<file path="src/rtl/jtopl_pg_sched_pkg.sv">
// Shared slot-frame widths and slot -> channel/operator decode for the PG scheduler.
// The frame is every modulator in channel order, then every carrier in channel order.
package jtopl_pg_sched_pkg;

    localparam int SLOT_W = 5;
    localparam int CH_W   = 4;

    typedef struct packed {
        logic [CH_W-1:0] ch;
        logic            op;
    } slot_dec_t;

    function automatic slot_dec_t slot_decode(input logic [SLOT_W-1:0] slot, input int ch_n);
        slot_dec_t d;
        if (slot >= SLOT_W'(ch_n)) begin
            d.op = 1'b1;
            d.ch = CH_W'(slot - SLOT_W'(ch_n));
        end else begin
            d.op = 1'b0;
            d.ch = CH_W'(slot);
        end
        return d;
    endfunction

    function automatic logic [SLOT_W-1:0] slot_next(input logic [SLOT_W-1:0] slot, input int ch_n);
        return (slot == SLOT_W'(2 * ch_n - 1)) ? '0 : slot + 1'b1;
    endfunction

endpackage

</file>
<file path="src/rtl/jtopl_pg_sched_if.sv">
// Operator-clock / key-on write inputs and per-slot scheduling outputs of the PG scheduler.
interface jtopl_pg_sched_if;
    logic       cenop;
    logic       up_kon;
    logic [3:0] kon_ch;
    logic       kon_val;
    logic [4:0] slot_I;
    logic [3:0] ch_I;
    logic       op_I;
    logic       kon_I;
    logic       pg_rst_I;
    logic       zero;

    modport master (
        output cenop, up_kon, kon_ch, kon_val,
        input  slot_I, ch_I, op_I, kon_I, pg_rst_I, zero
    );

    modport slave (
        input  cenop, up_kon, kon_ch, kon_val,
        output slot_I, ch_I, op_I, kon_I, pg_rst_I, zero
    );
endinterface

</file>
<file path="src/rtl/jtopl_pg_sched_slot_cnt.sv">
// Slot counter: advances on cen_i, wraps at 2*CH-1; also exposes the slot it will move to next.
module jtopl_slot_cnt
    import jtopl_pg_sched_pkg::*;
#(
    parameter int CH = 9
) (
    input  logic              clk,
    input  logic              rst,
    input  logic              cen_i,
    output logic [SLOT_W-1:0] slot_o,
    output logic [SLOT_W-1:0] next_o,
    output logic [CH_W-1:0]   ch_o,
    output logic              op_o,
    output logic              zero_o
);

    logic [SLOT_W-1:0] slot_q;
    logic [SLOT_W-1:0] slot_d;
    slot_dec_t         dec;

    assign slot_d = slot_next(slot_q, CH);

    always_ff @(posedge clk) begin
        if (!rst) begin
            slot_q <= '0;
        end else if (cen_i) begin
            slot_q <= slot_d;
        end
    end

    assign dec    = slot_decode(slot_q, CH);
    assign slot_o = slot_q;
    assign next_o = slot_d;
    assign ch_o   = dec.ch;
    assign op_o   = dec.op;
    assign zero_o = (slot_q == '0);

endmodule

</file>
<file path="src/rtl/jtopl_pg_sched.sv">
// Key-on mask and per-slot pending phase-reset scheduling; pg_rst_I/kon_I are registered on each slot advance.
// Key-on writes are taken on any clk, the slot pipeline moves only with cenop.
module jtopl_pg_sched
    import jtopl_pg_sched_pkg::*;
#(
    parameter int CH = 9
) (
    input  logic             clk,
    input  logic             rst,
    jtopl_pg_sched_if.slave  bus
);

    logic [SLOT_W-1:0] nxt_slot;
    slot_dec_t         nxt_dec;
    logic [CH-1:0]     kon_q, kon_d;
    logic [2*CH-1:0]   pend_q, pend_d;
    logic              kon_out_q, kon_out_d;
    logic              pg_q, pg_d;
    logic              wr_vld;
    logic [SLOT_W-1:0] mod_idx, car_idx;

    jtopl_slot_cnt #(.CH(CH)) u_slot_cnt (
        .clk    (clk),
        .rst    (rst),
        .cen_i  (bus.cenop),
        .slot_o (bus.slot_I),
        .next_o (nxt_slot),
        .ch_o   (bus.ch_I),
        .op_o   (bus.op_I),
        .zero_o (bus.zero)
    );

    assign nxt_dec = slot_decode(nxt_slot, CH);
    assign wr_vld  = bus.up_kon && (bus.kon_ch < CH_W'(CH));
    assign mod_idx = SLOT_W'(bus.kon_ch);
    assign car_idx = SLOT_W'(bus.kon_ch) + SLOT_W'(CH);

    // Service is applied before the write so a key-on landing on the serviced slot keeps its pending bit.
    always_comb begin
        pend_d    = pend_q;
        kon_d     = kon_q;
        kon_out_d = kon_out_q;
        pg_d      = pg_q;
        if (bus.cenop) begin
            pg_d             = pend_q[nxt_slot];
            kon_out_d        = kon_q[nxt_dec.ch];
            pend_d[nxt_slot] = 1'b0;
        end
        if (wr_vld) begin
            if (bus.kon_val && !kon_q[bus.kon_ch]) begin
                pend_d[mod_idx] = 1'b1;
                pend_d[car_idx] = 1'b1;
            end else if (!bus.kon_val) begin
                pend_d[mod_idx] = 1'b0;
                pend_d[car_idx] = 1'b0;
            end
            kon_d[bus.kon_ch] = bus.kon_val;
        end
    end

    always_ff @(posedge clk) begin
        if (!rst) begin
            kon_q     <= '0;
            pend_q    <= '0;
            kon_out_q <= 1'b0;
            pg_q      <= 1'b0;
        end else begin
            kon_q     <= kon_d;
            pend_q    <= pend_d;
            kon_out_q <= kon_out_d;
            pg_q      <= pg_d;
        end
    end

    assign bus.kon_I    = kon_out_q;
    assign bus.pg_rst_I = pg_q;

endmodule
</file>
<file path="src/flat_wrapper.sv">
// flat-port wrapper written by rule: the top's interface ports become plain ports
module jtopl_pg_sched_flat import jtopl_pg_sched_pkg::*;
#(
    parameter int CH = 9
)
  (clk, rst, bus_cenop, bus_up_kon, bus_kon_ch, bus_kon_val, bus_slot_I, bus_ch_I, bus_op_I, bus_kon_I, bus_pg_rst_I, bus_zero);
  jtopl_pg_sched_if bus_i ();
  input  logic clk;
  input  logic rst;
  input wire logic [$bits(bus_i.cenop)-1:0] bus_cenop;
  input wire logic [$bits(bus_i.up_kon)-1:0] bus_up_kon;
  input wire logic [$bits(bus_i.kon_ch)-1:0] bus_kon_ch;
  input wire logic [$bits(bus_i.kon_val)-1:0] bus_kon_val;
  output wire logic [$bits(bus_i.slot_I)-1:0] bus_slot_I;
  output wire logic [$bits(bus_i.ch_I)-1:0] bus_ch_I;
  output wire logic [$bits(bus_i.op_I)-1:0] bus_op_I;
  output wire logic [$bits(bus_i.kon_I)-1:0] bus_kon_I;
  output wire logic [$bits(bus_i.pg_rst_I)-1:0] bus_pg_rst_I;
  output wire logic [$bits(bus_i.zero)-1:0] bus_zero;
  assign bus_i.cenop = bus_cenop;
  assign bus_i.up_kon = bus_up_kon;
  assign bus_i.kon_ch = bus_kon_ch;
  assign bus_i.kon_val = bus_kon_val;
  assign bus_slot_I = bus_i.slot_I;
  assign bus_ch_I = bus_i.ch_I;
  assign bus_op_I = bus_i.op_I;
  assign bus_kon_I = bus_i.kon_I;
  assign bus_pg_rst_I = bus_i.pg_rst_I;
  assign bus_zero = bus_i.zero;
  jtopl_pg_sched #(.CH(CH)) u_core (.clk(clk), .rst(rst), .bus(bus_i));
endmodule
</file>
<file path="config.mk">
export PLATFORM = sky130hd
export DESIGN_NAME = jtopl_pg_sched_flat
export DESIGN_NICKNAME = d
export VERILOG_FILES = /design/src/rtl/jtopl_pg_sched_pkg.sv /design/src/rtl/jtopl_pg_sched_if.sv /design/src/rtl/jtopl_pg_sched_slot_cnt.sv /design/src/rtl/jtopl_pg_sched.sv /design/src/flat_wrapper.sv
export SDC_FILE = /design/constraint.sdc
export NUM_CORES = 1
export LEC_CHECK = 0
export CORE_MARGIN = 3
export CORE_UTILIZATION = 45
export DETAILED_ROUTE_END_ITERATION = 8
export SYNTH_ARGS = -nofsm -noshare
export SYNTH_HDL_FRONTEND = slang
export SYNTH_SLANG_ARGS = --single-unit
</file>
<file path="constraint.sdc">
create_clock -name clk -period 6.12 [get_ports clk]
set_input_delay 1.836 -clock clk [delete_from_list [all_inputs] [get_ports clk]]
set_output_delay 1.836 -clock clk [all_outputs]
set_load 0.01 [all_outputs]
</file>
* Word level (Yosys, flattened, before mapping) *
Index checks and enable logic that the tools add are counted.
W data, S select, Z words.

cells by class
  add/subtract/negate cells = 4
  muxes and demuxes = 22
  order comparisons = 12
  reductions and logical operators = 8
  eq/ne operators = 1
  bitwise logic cells = 8

operators with widths
  operator               number
  $mux W18               4
  $and A18 B18 Y18       3
  $not A18 Y18           2
  $not A16 Y18           1
  $or A18 B16 Y18        1
  $or A18 B18 Y18        1
  $mux W5                3
  $lt A5 B6 Y1 const B   2
  $demux W1 S5           2
  $ge A5 B1 Y1 const B   2
  $ge A5 B4 Y1 const B   2
  $lt A4 B5 Y1 const B   2
  $bwmux W9              1
  $bmux W1 S4            2
  $demux W1 S4           2
  $ge A4 B1 Y1 const B   2
  $sub A4 B4 Y4 const B  2
  $mux W1                7
  $logic_and A1 B1 Y1    6
  $lt A4 B6 Y1 const B   1
  $add A4 B4 Y5 const B  1
  $add A5 B1 Y5 const B  1
  $bmux W1 S5            1
  $eq A5 B5 Y1 const B   1
  other kinds (3)        3

storage, ports and cells
  output and inout port bits = 13
  bits of input ports = 9
  register bits = 34

* Logic depth before layout (Yosys ltp) *
Gate-level depths: netlist of the first run.

  depth in word-level cells = 14
  gate-level depth with buffers = 10
  mapped depth without buffers = 9

* Modules after synthesis *
Synthesis of the first run repeated with hierarchy kept, for this count alone.

unflattened totals
  cell total of the unflattened synthesis = 285
  area, all modules = 2,366.0 um2

modules (own cells, without submodules)
  module          area each (um2)  times used  seq. area each (um2)  cells each
  jtopl_pg_sched  1,855.5          1           580.6                 218
  jtopl_slot_cnt  510.5            1           100.1                 67

* Worst setup path after synthesis of the first run *
Ideal clock, no wire load.

  kind = input to register
  start point = in bus_kon_ch[0]
  end point = reg u_core.pend_q[15]
  arrival = 3.408 ns
  path slack = 2.647 ns
  stages = 8
  library setup time = 0.065 ns
  data required time = 6.055 ns
  buffers on the path = 1
  path through = buf_2 mux4_2 mux2i_1 o211a_1 and3b_1 nor2b_1 a31oi_1 nor2b_1

between the ends
  longest elaborated chain between the ends = 10
  elaborated cells between the ends (all ways) = 26
  those cells by class = 1 x add/sub; 5 x order compare; 9 x mux; 6 x bitwise; 5 x reduce/logical

ends and longest elaborated chain
  what                                                                         line                                        source
  from (decl)                                                                  flat_wrapper.sv:12                          input wire logic [$bits(bus_i.kon_ch)-1:0] bus_kon_ch;
  $add A4 B4 Y5, or another cell as far along                                  jtopl_pg_sched.sv:36                        assign car_idx = SLOT_W'(bus.kon_ch) + SLOT_W'(CH);
  $lt A5 B6 Y1 (implied by the code), or another cell as far along             jtopl_pg_sched.sv:52, jtopl_pg_sched.sv:55
  $logic_and A1 B1 Y1 (implied by the code) / $mux W1 (equally long branches)  n/a
  $mux W1 (implied by the code) / $demux W1 S4 (equally long branches)         n/a
  $demux W1 S5 / $not A16 Y18 (equally long branches)                          n/a
  $not A18 Y18 (no line) / $and A18 B18 Y18 (equally long branches)            n/a
  $and A18 B18 Y18 (no line)                                                   n/a
  $mux W18                                                                     jtopl_pg_sched.sv:53                        end else if (!bus.kon_val) begin
  $mux W18                                                                     jtopl_pg_sched.sv:50                        if (bus.kon_val && !kon_q[bus.kon_ch]) begin
  $mux W18 *                                                                   jtopl_pg_sched.sv:49                        if (wr_vld) begin
  to (signal assigned)                                                         jtopl_pg_sched.sv:69                        pend_q <= pend_d;
  to (decl)                                                                    jtopl_pg_sched.sv:16                        logic [2*CH-1:0] pend_q, pend_d;

Every way passes the cells marked *; elsewhere a longest branch is shown, timed or not. The select of a mux whose other input is x is not followed.
A chain may end at the register's enable or synchronous reset.

* Final worst setup path of the first run *
  start point = reg u_core.u_slot_cnt.slot_q[0] (netlist: u_core.u_slot_cnt.slot_o[0])
  end point = out bus_ch_I[1]

between the ends
  longest elaborated chain between the ends = 2
  elaborated cells between the ends (all ways) = 3
  those cells by class = 1 x add/sub; 1 x order compare; 1 x mux

ends and longest elaborated chain
  what                                                  line                                                source
  from (decl)                                           jtopl_pg_sched_slot_cnt.sv:17                       logic [SLOT_W-1:0] slot_q;
  from (signal assigned)                                jtopl_pg_sched_slot_cnt.sv:27                       slot_q <= slot_d;
  $sub A4 B4 Y4 / $ge A5 B4 Y1 (equally long branches)  jtopl_pg_sched_pkg.sv:17, jtopl_pg_sched_pkg.sv:15
  $mux W5 *                                             jtopl_pg_sched_pkg.sv:15                            if (slot >= SLOT_W'(ch_n)) begin
  to (decl)                                             flat_wrapper.sv:15                                  output wire logic [$bits(bus_i.ch_I)-1:0] bus_ch_I;

Every way passes the cells marked *; elsewhere a longest branch is shown, timed or not.

==> results of run 1 <==
## synthesized netlist by cell type (all sizes together), types with 3 or more instances
library cell,number
o211ai,12
and3,5
a21oi,20
nor2b,13
nand3,16
mux2,3
clkbuf,8
mux2i,10
nor3,6
xnor2,6
o21a,3
a22oi,3
buf,7
o211a,4
inv,6
a21boi,8
dfxtp,34
and2,7
and4,3
o21ai,19
ha,5
a31oi,5
nand2b,7
nor2,16
nand2,46
## path summary, 6_finish.rpt
check | endpoint | slack [ns] | start
hold / removal | u_core.pend_q[17] | 0.46 | u_core.pend_q[17]
hold reg to reg | u_core.pend_q[17] | 0.46 | u_core.pend_q[17]
setup / recovery | bus_ch_I[1] | 1.72 | u_core.u_slot_cnt.slot_o[0]
setup reg to reg | u_core.bus.kon_I | 2.57 | u_core.u_slot_cnt.slot_o[0]
## through the flow
stage	setup slack, ns	area [um2]	total power [W]
after floorplan	2.65	2380	0.000295
final	1.72	2670	0.000480
after CTS	1.72	2670	0.000483
after global placement	1.90	2600	0.000326
after detailed placement	1.80	2600	0.000326
after global routing	1.61	2670	0.000502
## cell families after synthesis
family          count (synthesis)
compound gates                 89
flops                          34
buf+inv                        21
mux                            15
xor+xnor                        7
fa+ha+maj                       5
simple gates                  130
## power by group through the flow
stage          Sequential (W)  Combinational, W  Clock, W
2_1_floorplan        0.000235         0.0000609         0
3_3_place_gp         0.000237         0.0000893         0
3_5_place_dp         0.000237         0.0000896         0
4_1_cts              0.000232         0.0000899  0.000162
5_1_grt              0.000232         0.0000991  0.000171
6_report             0.000232         0.0000914  0.000157
## per-layer routing
metal | part of all wire (%) | GRT usage [%]
met3 | 3.9 | 3.40
met4 | 0.93 | 6.29
met2 | 48 | 38.4
met1 | 48 | 29.5
met5 | 0 | 0
## flip-flops by register name (all words and copies together), names as in the netlist
register	cells
u_core.bus.kon_I	1
u_core.bus.pg_rst_I	1
u_core.kon_q	9
u_core.pend_q	18
u_core.u_slot_cnt.slot_o	5
## critical path, cell delays in order (launching register included)
cell	delay, ns
dfxtp_1	0.64
inv_1	0.28
ha_1	0.59
a21oi_1	0.22
clkdlybuf4s50_1	0.56
## layout make-up
cell class                      count  area [um2]  area share, %
Timing Repair Buffer               21         210           7.87
Sequential cell                    34         681           25.5
Inverter                            6        22.5          0.843
Tap cell                           67        83.8           3.14
Clock buffer                        7        76.3           2.86
Multi-Input combinational cell    246        1600           59.8
==> results.toml, run 1 <==
[logic_synthesis]
syn-cell-area_um2 = 2380
muxShareOfSynthArea_pct = 7.52
synth_compound_area_share_pct = 25.4
syn-num-nets = 315
synth-adder-area-share_pct = 2.63
synth_warnings = 0
async_flop_share_pct = 0
synth_top_area_share_pct = 28.6
synth-edff-count = 0
syn_inst = 301
synth.avg_cell_area_um2 = 7.90
ys_seq_area_share_pct = 28.6
synthTopCellsByArea = "dfxtp_1 29%, nand2_1 7.3%, a21oi_1 4.2%"
synth_top_family_by_area = "simple AND/OR/NAND/NOR gates"
synth-main-ff-cell = "dfxtp_1"
yosys.area.top_type = "dfxtp_1"
ys_ff_latch = 34
synth.distinct_cells = 54
yosys.area_share.simple_pct = 28.3
synth-xor-area-share_pct = 3.37

[global_routing]
grtUsageTotal_pct = 22.5
antenna_found_initial = 0
first_global_vias = 2133
grt_first_pass_wirelength_mm = 10.8
grt_max_degree = 35
grt-ovfl-total = 0

[critical_path]
endpoint_kind = "primary output"
ff2ff_path_depth = 8
worstPathRequired_ns = 4.28
path_max_fanout = 14
start_kind = "flop"
cp_data_arrival_time_ns = 2.57
criticalPathCategory = "reg -> out"

[timing]
fmax_mhz = 227
tightestPinTransition_ns = 1.16
fin_skew_ns = 0.00444
setup_viol = 0
slew_headroom_pct = 22.5
whs_ns = 0.461
min_period_ns = 4.40
layout_worst_path_cycle_share_pct = 72.0
tns_ns = 0
finalHoldViolCount = 0
rsz0062_at_grt = "false"
slew_viol_final = 0

[clock_tree]
clock-sinks = 34
cts-resized-gates = 0
cts.path.max_buffers = 2
h-tree-depth = 2
ctsHoldBuffers = 0
clk_pin_slew_ns = 0.07
cts_tree = "yes"
cts-root-buf = "clkbuf_8"
clock_latency_ns = 0.28
cts_buffers = 5
post-cts-setup-buffers = 0

[run]
max_cap_viol_count = 0

[route]
wl_mm = 6.74
dr_total_vias = 2295
vias_per_cell = 6.02
drc = 0
firstDrtPassIters = 4
antenna_left = 0
drt_iter0_drc = 139
wl_per_cell_um = 17.7

[finish]
final_util_pct = 54.4
final_common_cell = "nand2_1"
mostFrequentLayoutCells = "46 x nand2_1, 34 x dfxtp_1, 21 x clkdlybuf4s50_1, 20 x a21oi_1, 17 x o21ai_0"
insertedDiodeCount = 0
final_cells = 381
area_delta_synth_final_pct = 12.4
drive_above_1_share_pct = 4.78
nFillCells = 516
nets = 328

[die]
row_count = 25
fp.dieW_um = 78.7
io_pins = 22
core_um2 = 4910
chipHeight_um = 78.7
die_area_um2 = 6190
start_util_pct = 48.4

[power_and_ir_drop]
p_per_area_nw_per_um2 = 179
power_frac_seq_pct = 48.3
clkPwrFrac_pct = 32.6
comb_power_share_pct = 19.1
p_sw_w = 0.000139
switching_share_pct = 29.0
leakagePower_nw = 0.974
power.internal_w = 0.000341
ir_drop_v = 0.000101

[place]
place.gp.congestion = 0.874
numPortBuffers = 21
place_inst = 374
hpwl_mm = 5.00

[status]
status = "completed"

[worst_hold_path]
hold_depth = 2
hold_class = "reg -> reg"
Power figures use the tool's default switching activity.
==> inputs of run 2 (changes only) <==
==> constraint.sdc (replaced) <==
create_clock -name clk -period 4.15 [get_ports clk]
set_input_delay 1.245 -clock clk [delete_from_list [all_inputs] [get_ports clk]]
set_output_delay 1.245 -clock clk [all_outputs]
set_load 0.01 [all_outputs]
==> run 2 against run 1 <==
  * Wire length grew 0.13%
  * Highest routed layer unchanged
  * First-iteration DRC count shrank 7.2%
  * Clock skew is essentially flat
  * Utilization grew 0.76 points
  * Clock power grew 48%
  * Critical path depth grew 3
  * Clock-buffer cell count is the same
  * Via count grew 1.1%
  * Final cell count grew 1.3%
==> results.toml, run 2 (synthesis gave the netlist of run 1 again) <==
[power_and_ir_drop]
leakagePower_nw = 1.00
p_per_area_nw_per_um2 = 263
ir_drop_v = 0.000154

[die]
chipHeight_um = 78.7
fp.dieW_um = 78.7
die_area_um2 = 6190
start_util_pct = 48.4
core_um2 = 4910
row_count = 25
io_pins = 22

[clock_tree]
cts.path.max_buffers = 2
clock_latency_ns = 0.28
cts_buffers = 5
post-cts-setup-buffers = 0
cts-root-buf = "clkbuf_8"
h-tree-depth = 2
clock-sinks = 34
clk_pin_slew_ns = 0.07
cts-resized-gates = 0
cts_tree = "yes"
ctsHoldBuffers = 0

[finish]
area_delta_synth_final_pct = 13.9
top_register = "u_core.pend_q"
nFillCells = 501
final_common_cell = "nand2_1"
insertedDiodeCount = 0
final_util_pct = 55.2
mostFrequentLayoutCells = "46 x nand2_1, 34 x dfxtp_1, 21 x clkdlybuf4s50_1, 20 x a21oi_1, 17 x o21ai_0"
final-seq-area_um2 = 681
nets = 333
multi_input_area_um2 = 1600
largest_register_ffs = 18
drive_above_1_share_pct = 6.27

[critical_path]
crit_chain = "buf_4 > ha_1 > o41ai_1 > nand2b_1 > nand2_1 > xnor2_1 > clkdlybuf4s50_1"
start_kind = "flop"
critPathTopFamily = "buffers and inverters"
endpoint_kind = "primary output"
worstPathRequired_ns = 2.90
cp_slowest_stage_delay_ns = 0.55
crit_buf_inv = 2
cp_data_arrival_time_ns = 2.27
criticalPathCategory = "reg -> out"
cp_slowest_cell = "clkdlybuf4s50_1"
path_max_fanout = 12

[timing]
slew_viol_final = 0
slew_headroom_pct = 45.2
rsz0062_at_grt = "false"
setup_viol = 0
tightestPinTransition_ns = 0.819
finalHoldViolCount = 0
tns_ns = 0
fmax_mhz = 285
min_period_ns = 3.51
layout_worst_path_cycle_share_pct = 84.6
fin_skew_ns = 0.00488
worst_slack_ns = 0.639

[global_routing]
grt_max_degree = 23
grtUsageTotal_pct = 22.8
grt-ovfl-total = 0
antenna_found_initial = 0
grt_first_pass_wirelength_mm = 11.1
first_global_vias = 2205

[place]
numPortBuffers = 21
placement.setup.worst_slack_ns = 0.469
place.gp.congestion = 0.860
hpwl_mm = 5.14

[route]
drt_iter0_drc = 129
wl_per_cell_um = 17.5
wl_mm = 6.75
firstDrtPassIters = 4
antenna_left = 0
drc = 0
dr_total_vias = 2321
vias_per_cell = 6.01

[run]
max_cap_viol_count = 0

[status]
status = "completed"

[worst_hold_path]
hold_class = "reg -> reg"
-- run 2: cell types whose count changed in the layout (fill, tap and decap cells not counted) --
cell | previous run | this run
buf_4 | 0 | 5
-- run 2: through the flow --
stage	total power [W]	hold slack, ns	cells	instance area, um2
2_1_floorplan	0.000436	0.429	301	2380
3_3_place_gp	0.000486	0.450	379	2630
3_5_place_dp	0.000487	0.458	379	2630
4_1_cts	0.000718	0.469	386	2710
5_1_grt	0.000746	0.497	386	2710
6_report	0.000713	0.474	386	2710
-- run 2: metal layers --
layer / wire (um) / global-route usage, %
met2: 3260 / 37.9
met1: 3080 / 30.9
met3: 348 / 3.63
met4: 66 / 5.59
met5: 0 / 0
-- run 2: worst min-delay path: stages (launching register included) --
cell and delay [ns]:
dfxtp_1 0.33, inv_1 0.05, a21oi_1 0.05
-- run 2: final cells by class --
cell class                 instances  area share (%)
multi-input combinational        246            59.0
sequential                        34            25.1
timing repair buffer              26            9.14
tap                               67            3.09
clock buffer                       7            2.82
inverter                           6           0.831
-- run 2: report_power, final --
part	total [W]	internal (W)	switching [W]
clock network	0.000232	0.000116	0.000116
registers	0.000337	0.000333	0.00000444
logic	0.000144	0.0000584	0.0000859
total	0.000713	0.000507	0.000206
-- run 2: worst paths after layout --
check                                                 start                to  slack, ns  depth (start not counted)
worst max register to register  u_core.u_slot_cnt.slot_o[0]  u_core.bus.kon_I       1.22                          9
worst min register to register              u_core.kon_q[2]   u_core.kon_q[2]       0.47                          2
worst min-delay path                        u_core.kon_q[2]   u_core.kon_q[2]       0.47                          2
worst max-delay path            u_core.u_slot_cnt.slot_o[0]       bus_ch_I[2]       0.64                          7
==> inputs of run 3 (changes only) <==
--- a/config.mk
+++ b/config.mk
@@ -8,6 +8,7 @@
 export CORE_MARGIN = 3
 export CORE_UTILIZATION = 45
 export DETAILED_ROUTE_END_ITERATION = 8
+export PLACE_DENSITY = 0.67
 export SYNTH_ARGS = -nofsm -noshare
 export SYNTH_HDL_FRONTEND = slang
 export SYNTH_SLANG_ARGS = --single-unit
==> constraint.sdc (replaced) <==
create_clock -name clk -period 3.2 [get_ports clk]
set_input_delay 0.96 -clock clk [delete_from_list [all_inputs] [get_ports clk]]
set_output_delay 0.96 -clock clk [all_outputs]
set_load 0.01 [all_outputs]
==> run 3 against run 2 <==
  * Sequential share of layout area decreased by 1.1 points
  * Combinational power up 34%
  * Clock-buffer cell count did not move
  * Final area rose by 4.5%
  * Critical path depth decreased by 2
  * Worst hold slack lost 0.0061 ns
  * Power up 43%
  * Global-route usage rose by 0.45 points
  * Critical path type unchanged
  * Highest routed layer unchanged
==> results.toml, run 3 (synthesis gave the netlist of run 1 again) <==
[global_routing]
grt_max_degree = 16
antenna_found_initial = 0
grtUsageTotal_pct = 23.3
grt_first_pass_wirelength_mm = 11.5
first_global_vias = 2324
grt-ovfl-total = 0

[timing]
rsz0062_at_grt = "false"
finalHoldViolCount = 0
setup_viol = 0
layout_worst_path_cycle_share_pct = 94.3
fin_skew_ns = 0.00808
min_period_ns = 3.02
tns_ns = 0
slew_headroom_pct = 56.8
fmax_mhz = 331
tightestPinTransition_ns = 0.646
slew_viol_final = 0

[route]
drc = 0
wl_mm = 6.85
wl_per_cell_um = 17.2
firstDrtPassIters = 5
dr_total_vias = 2387
antenna_left = 0
vias_per_cell = 6.00
drt_iter0_drc = 181

[die]
io_pins = 22
start_util_pct = 48.4
core_um2 = 4910
die_area_um2 = 6190
fp.dieW_um = 78.7
row_count = 25
chipHeight_um = 78.7

[clock_tree]
clock-sinks = 34
clk_pin_slew_ns = 0.07
cts_tree = "yes"
cts_buffers = 5
h-tree-depth = 2
ctsHoldBuffers = 0
cts.path.max_buffers = 2
cts-root-buf = "clkbuf_8"
clock_latency_ns = 0.29

[finish]
final_common_cell = "nand2_1"
final_util_pct = 57.7
area_delta_synth_final_pct = 19.1
insertedDiodeCount = 0
mostFrequentLayoutCells = "46 x nand2_1, 34 x dfxtp_1, 20 x a21oi_1, 20 x clkdlybuf4s50_1, 17 x o21ai_0"
drive_above_1_share_pct = 9.97
nFillCells = 478
largest_register_ffs = 18
top_register = "u_core.pend_q"
final_cells = 398
nets = 344

[critical_path]
endpoint_kind = "primary output"
cp_slowest_stage_delay_ns = 0.55
crit_buf_inv = 2
crit_chain = "buf_4 > o41ai_2 > nand2b_1 > xnor2_1 > clkdlybuf4s50_1"
cp_slowest_cell = "clkdlybuf4s50_1"
worstPathRequired_ns = 2.24
path_max_fanout = 10
start_kind = "flop"
critPathTopFamily = "buffers and inverters"
cp_data_arrival_time_ns = 2.06
criticalPathCategory = "reg -> out"

[status]
status = "completed"

[place]
place_inst = 390
place.gp.congestion = 0.901
numPortBuffers = 21
hpwl_mm = 5.15

[power_and_ir_drop]
leakagePower_nw = 1.09
power_w = 0.00102
p_per_area_nw_per_um2 = 360
ir_drop_v = 0.000264

[worst_hold_path]
hold_class = "reg -> reg"

[run]
max_cap_viol_count = 0
-- run 3: cell count changes in the layout (fill, tap and decap cells not counted) --
cell,before,now
clkdlybuf4s50_1,21,20
buf_4,5,16
bufinv_16,0,1
o41ai_2,0,1
dlymetal6s2s_1,0,1
o41ai_1,1,0
-- run 3: final cells by class --
class                      instances  area, um2  area share, %
multi-input combinational        246       1610           56.7
clock inverter                     1       30.0           1.06
clock buffer                       7       76.3           2.69
sequential                        34        681           24.0
timing repair buffer              37        333           11.7
tap                               67       83.8           2.96
inverter                           6       22.5          0.795
-- run 3: report_power, final --
| part | leakage (nW) | internal, W | total, W | switching (W) |
|---|---|---|---|---|
| registers | 0.275 | 0.000431 | 0.000437 | 0.00000603 |
| logic | 0.765 | 0.0000821 | 0.000193 | 0.000111 |
| clock network | 0.0524 | 0.000233 | 0.000390 | 0.000157 |
| total | 1.09 | 0.000746 | 0.00102 | 0.000274 |
-- run 3: stage by stage --
stage / setup WS [ns] / area [um2] / hold slack (ns)
after global routing: 0.0460 / 2830 / 0.482
after global placement: 0.0798 / 2720 / 0.446
after CTS: 0.00700 / 2820 / 0.463
final: 0.182 / 2830 / 0.468
after floorplan: 0.571 / 2380 / 0.429
after detailed placement: 0.0614 / 2720 / 0.453
-- run 3: per-layer routing --
layer | vias up | global-route usage [%] | share of wire, %
li1 | 1153 | - | -
met4 | 0 | 6.64 | 1.7
met5 | - | 0 | 0
met2 | 89 | 38.8 | 47
met3 | 13 | 3.74 | 6.4
met1 | 1132 | 31.0 | 45
-- run 3: final timing paths --
check | end | startpoint | slack (ns) | depth (start not counted)
max | bus_ch_I[0] | u_core.u_slot_cnt.slot_o[0] | 0.18 | 5
min | u_core.pend_q[17] | u_core.pend_q[17] | 0.47 | 2
max reg2reg | u_core.bus.kon_I | u_core.u_slot_cnt.slot_o[0] | 0.57 | 9
min reg2reg | u_core.pend_q[17] | u_core.pend_q[17] | 0.47 | 2
-- run 3: what timing repair did --
| item | in CTS | in global routing |
|---|---|---|
| setup buffers | 0 | 0 |
| gates resized for setup | 0 | 2 |
| endpoints found under the setup margin | 0 | 3 |
-- run 3: worst register-to-register path: cells and delay by family (launching register included) --
kind / cells / cell delay (ns)
DFF: 1 / 0.39
and+or+nand+nor: 1 / 0.27
AOI/OAI and AO/OA: 6 / 1.30
buffers and inverters: 1 / 0.17
adders and majority gates: 1 / 0.40
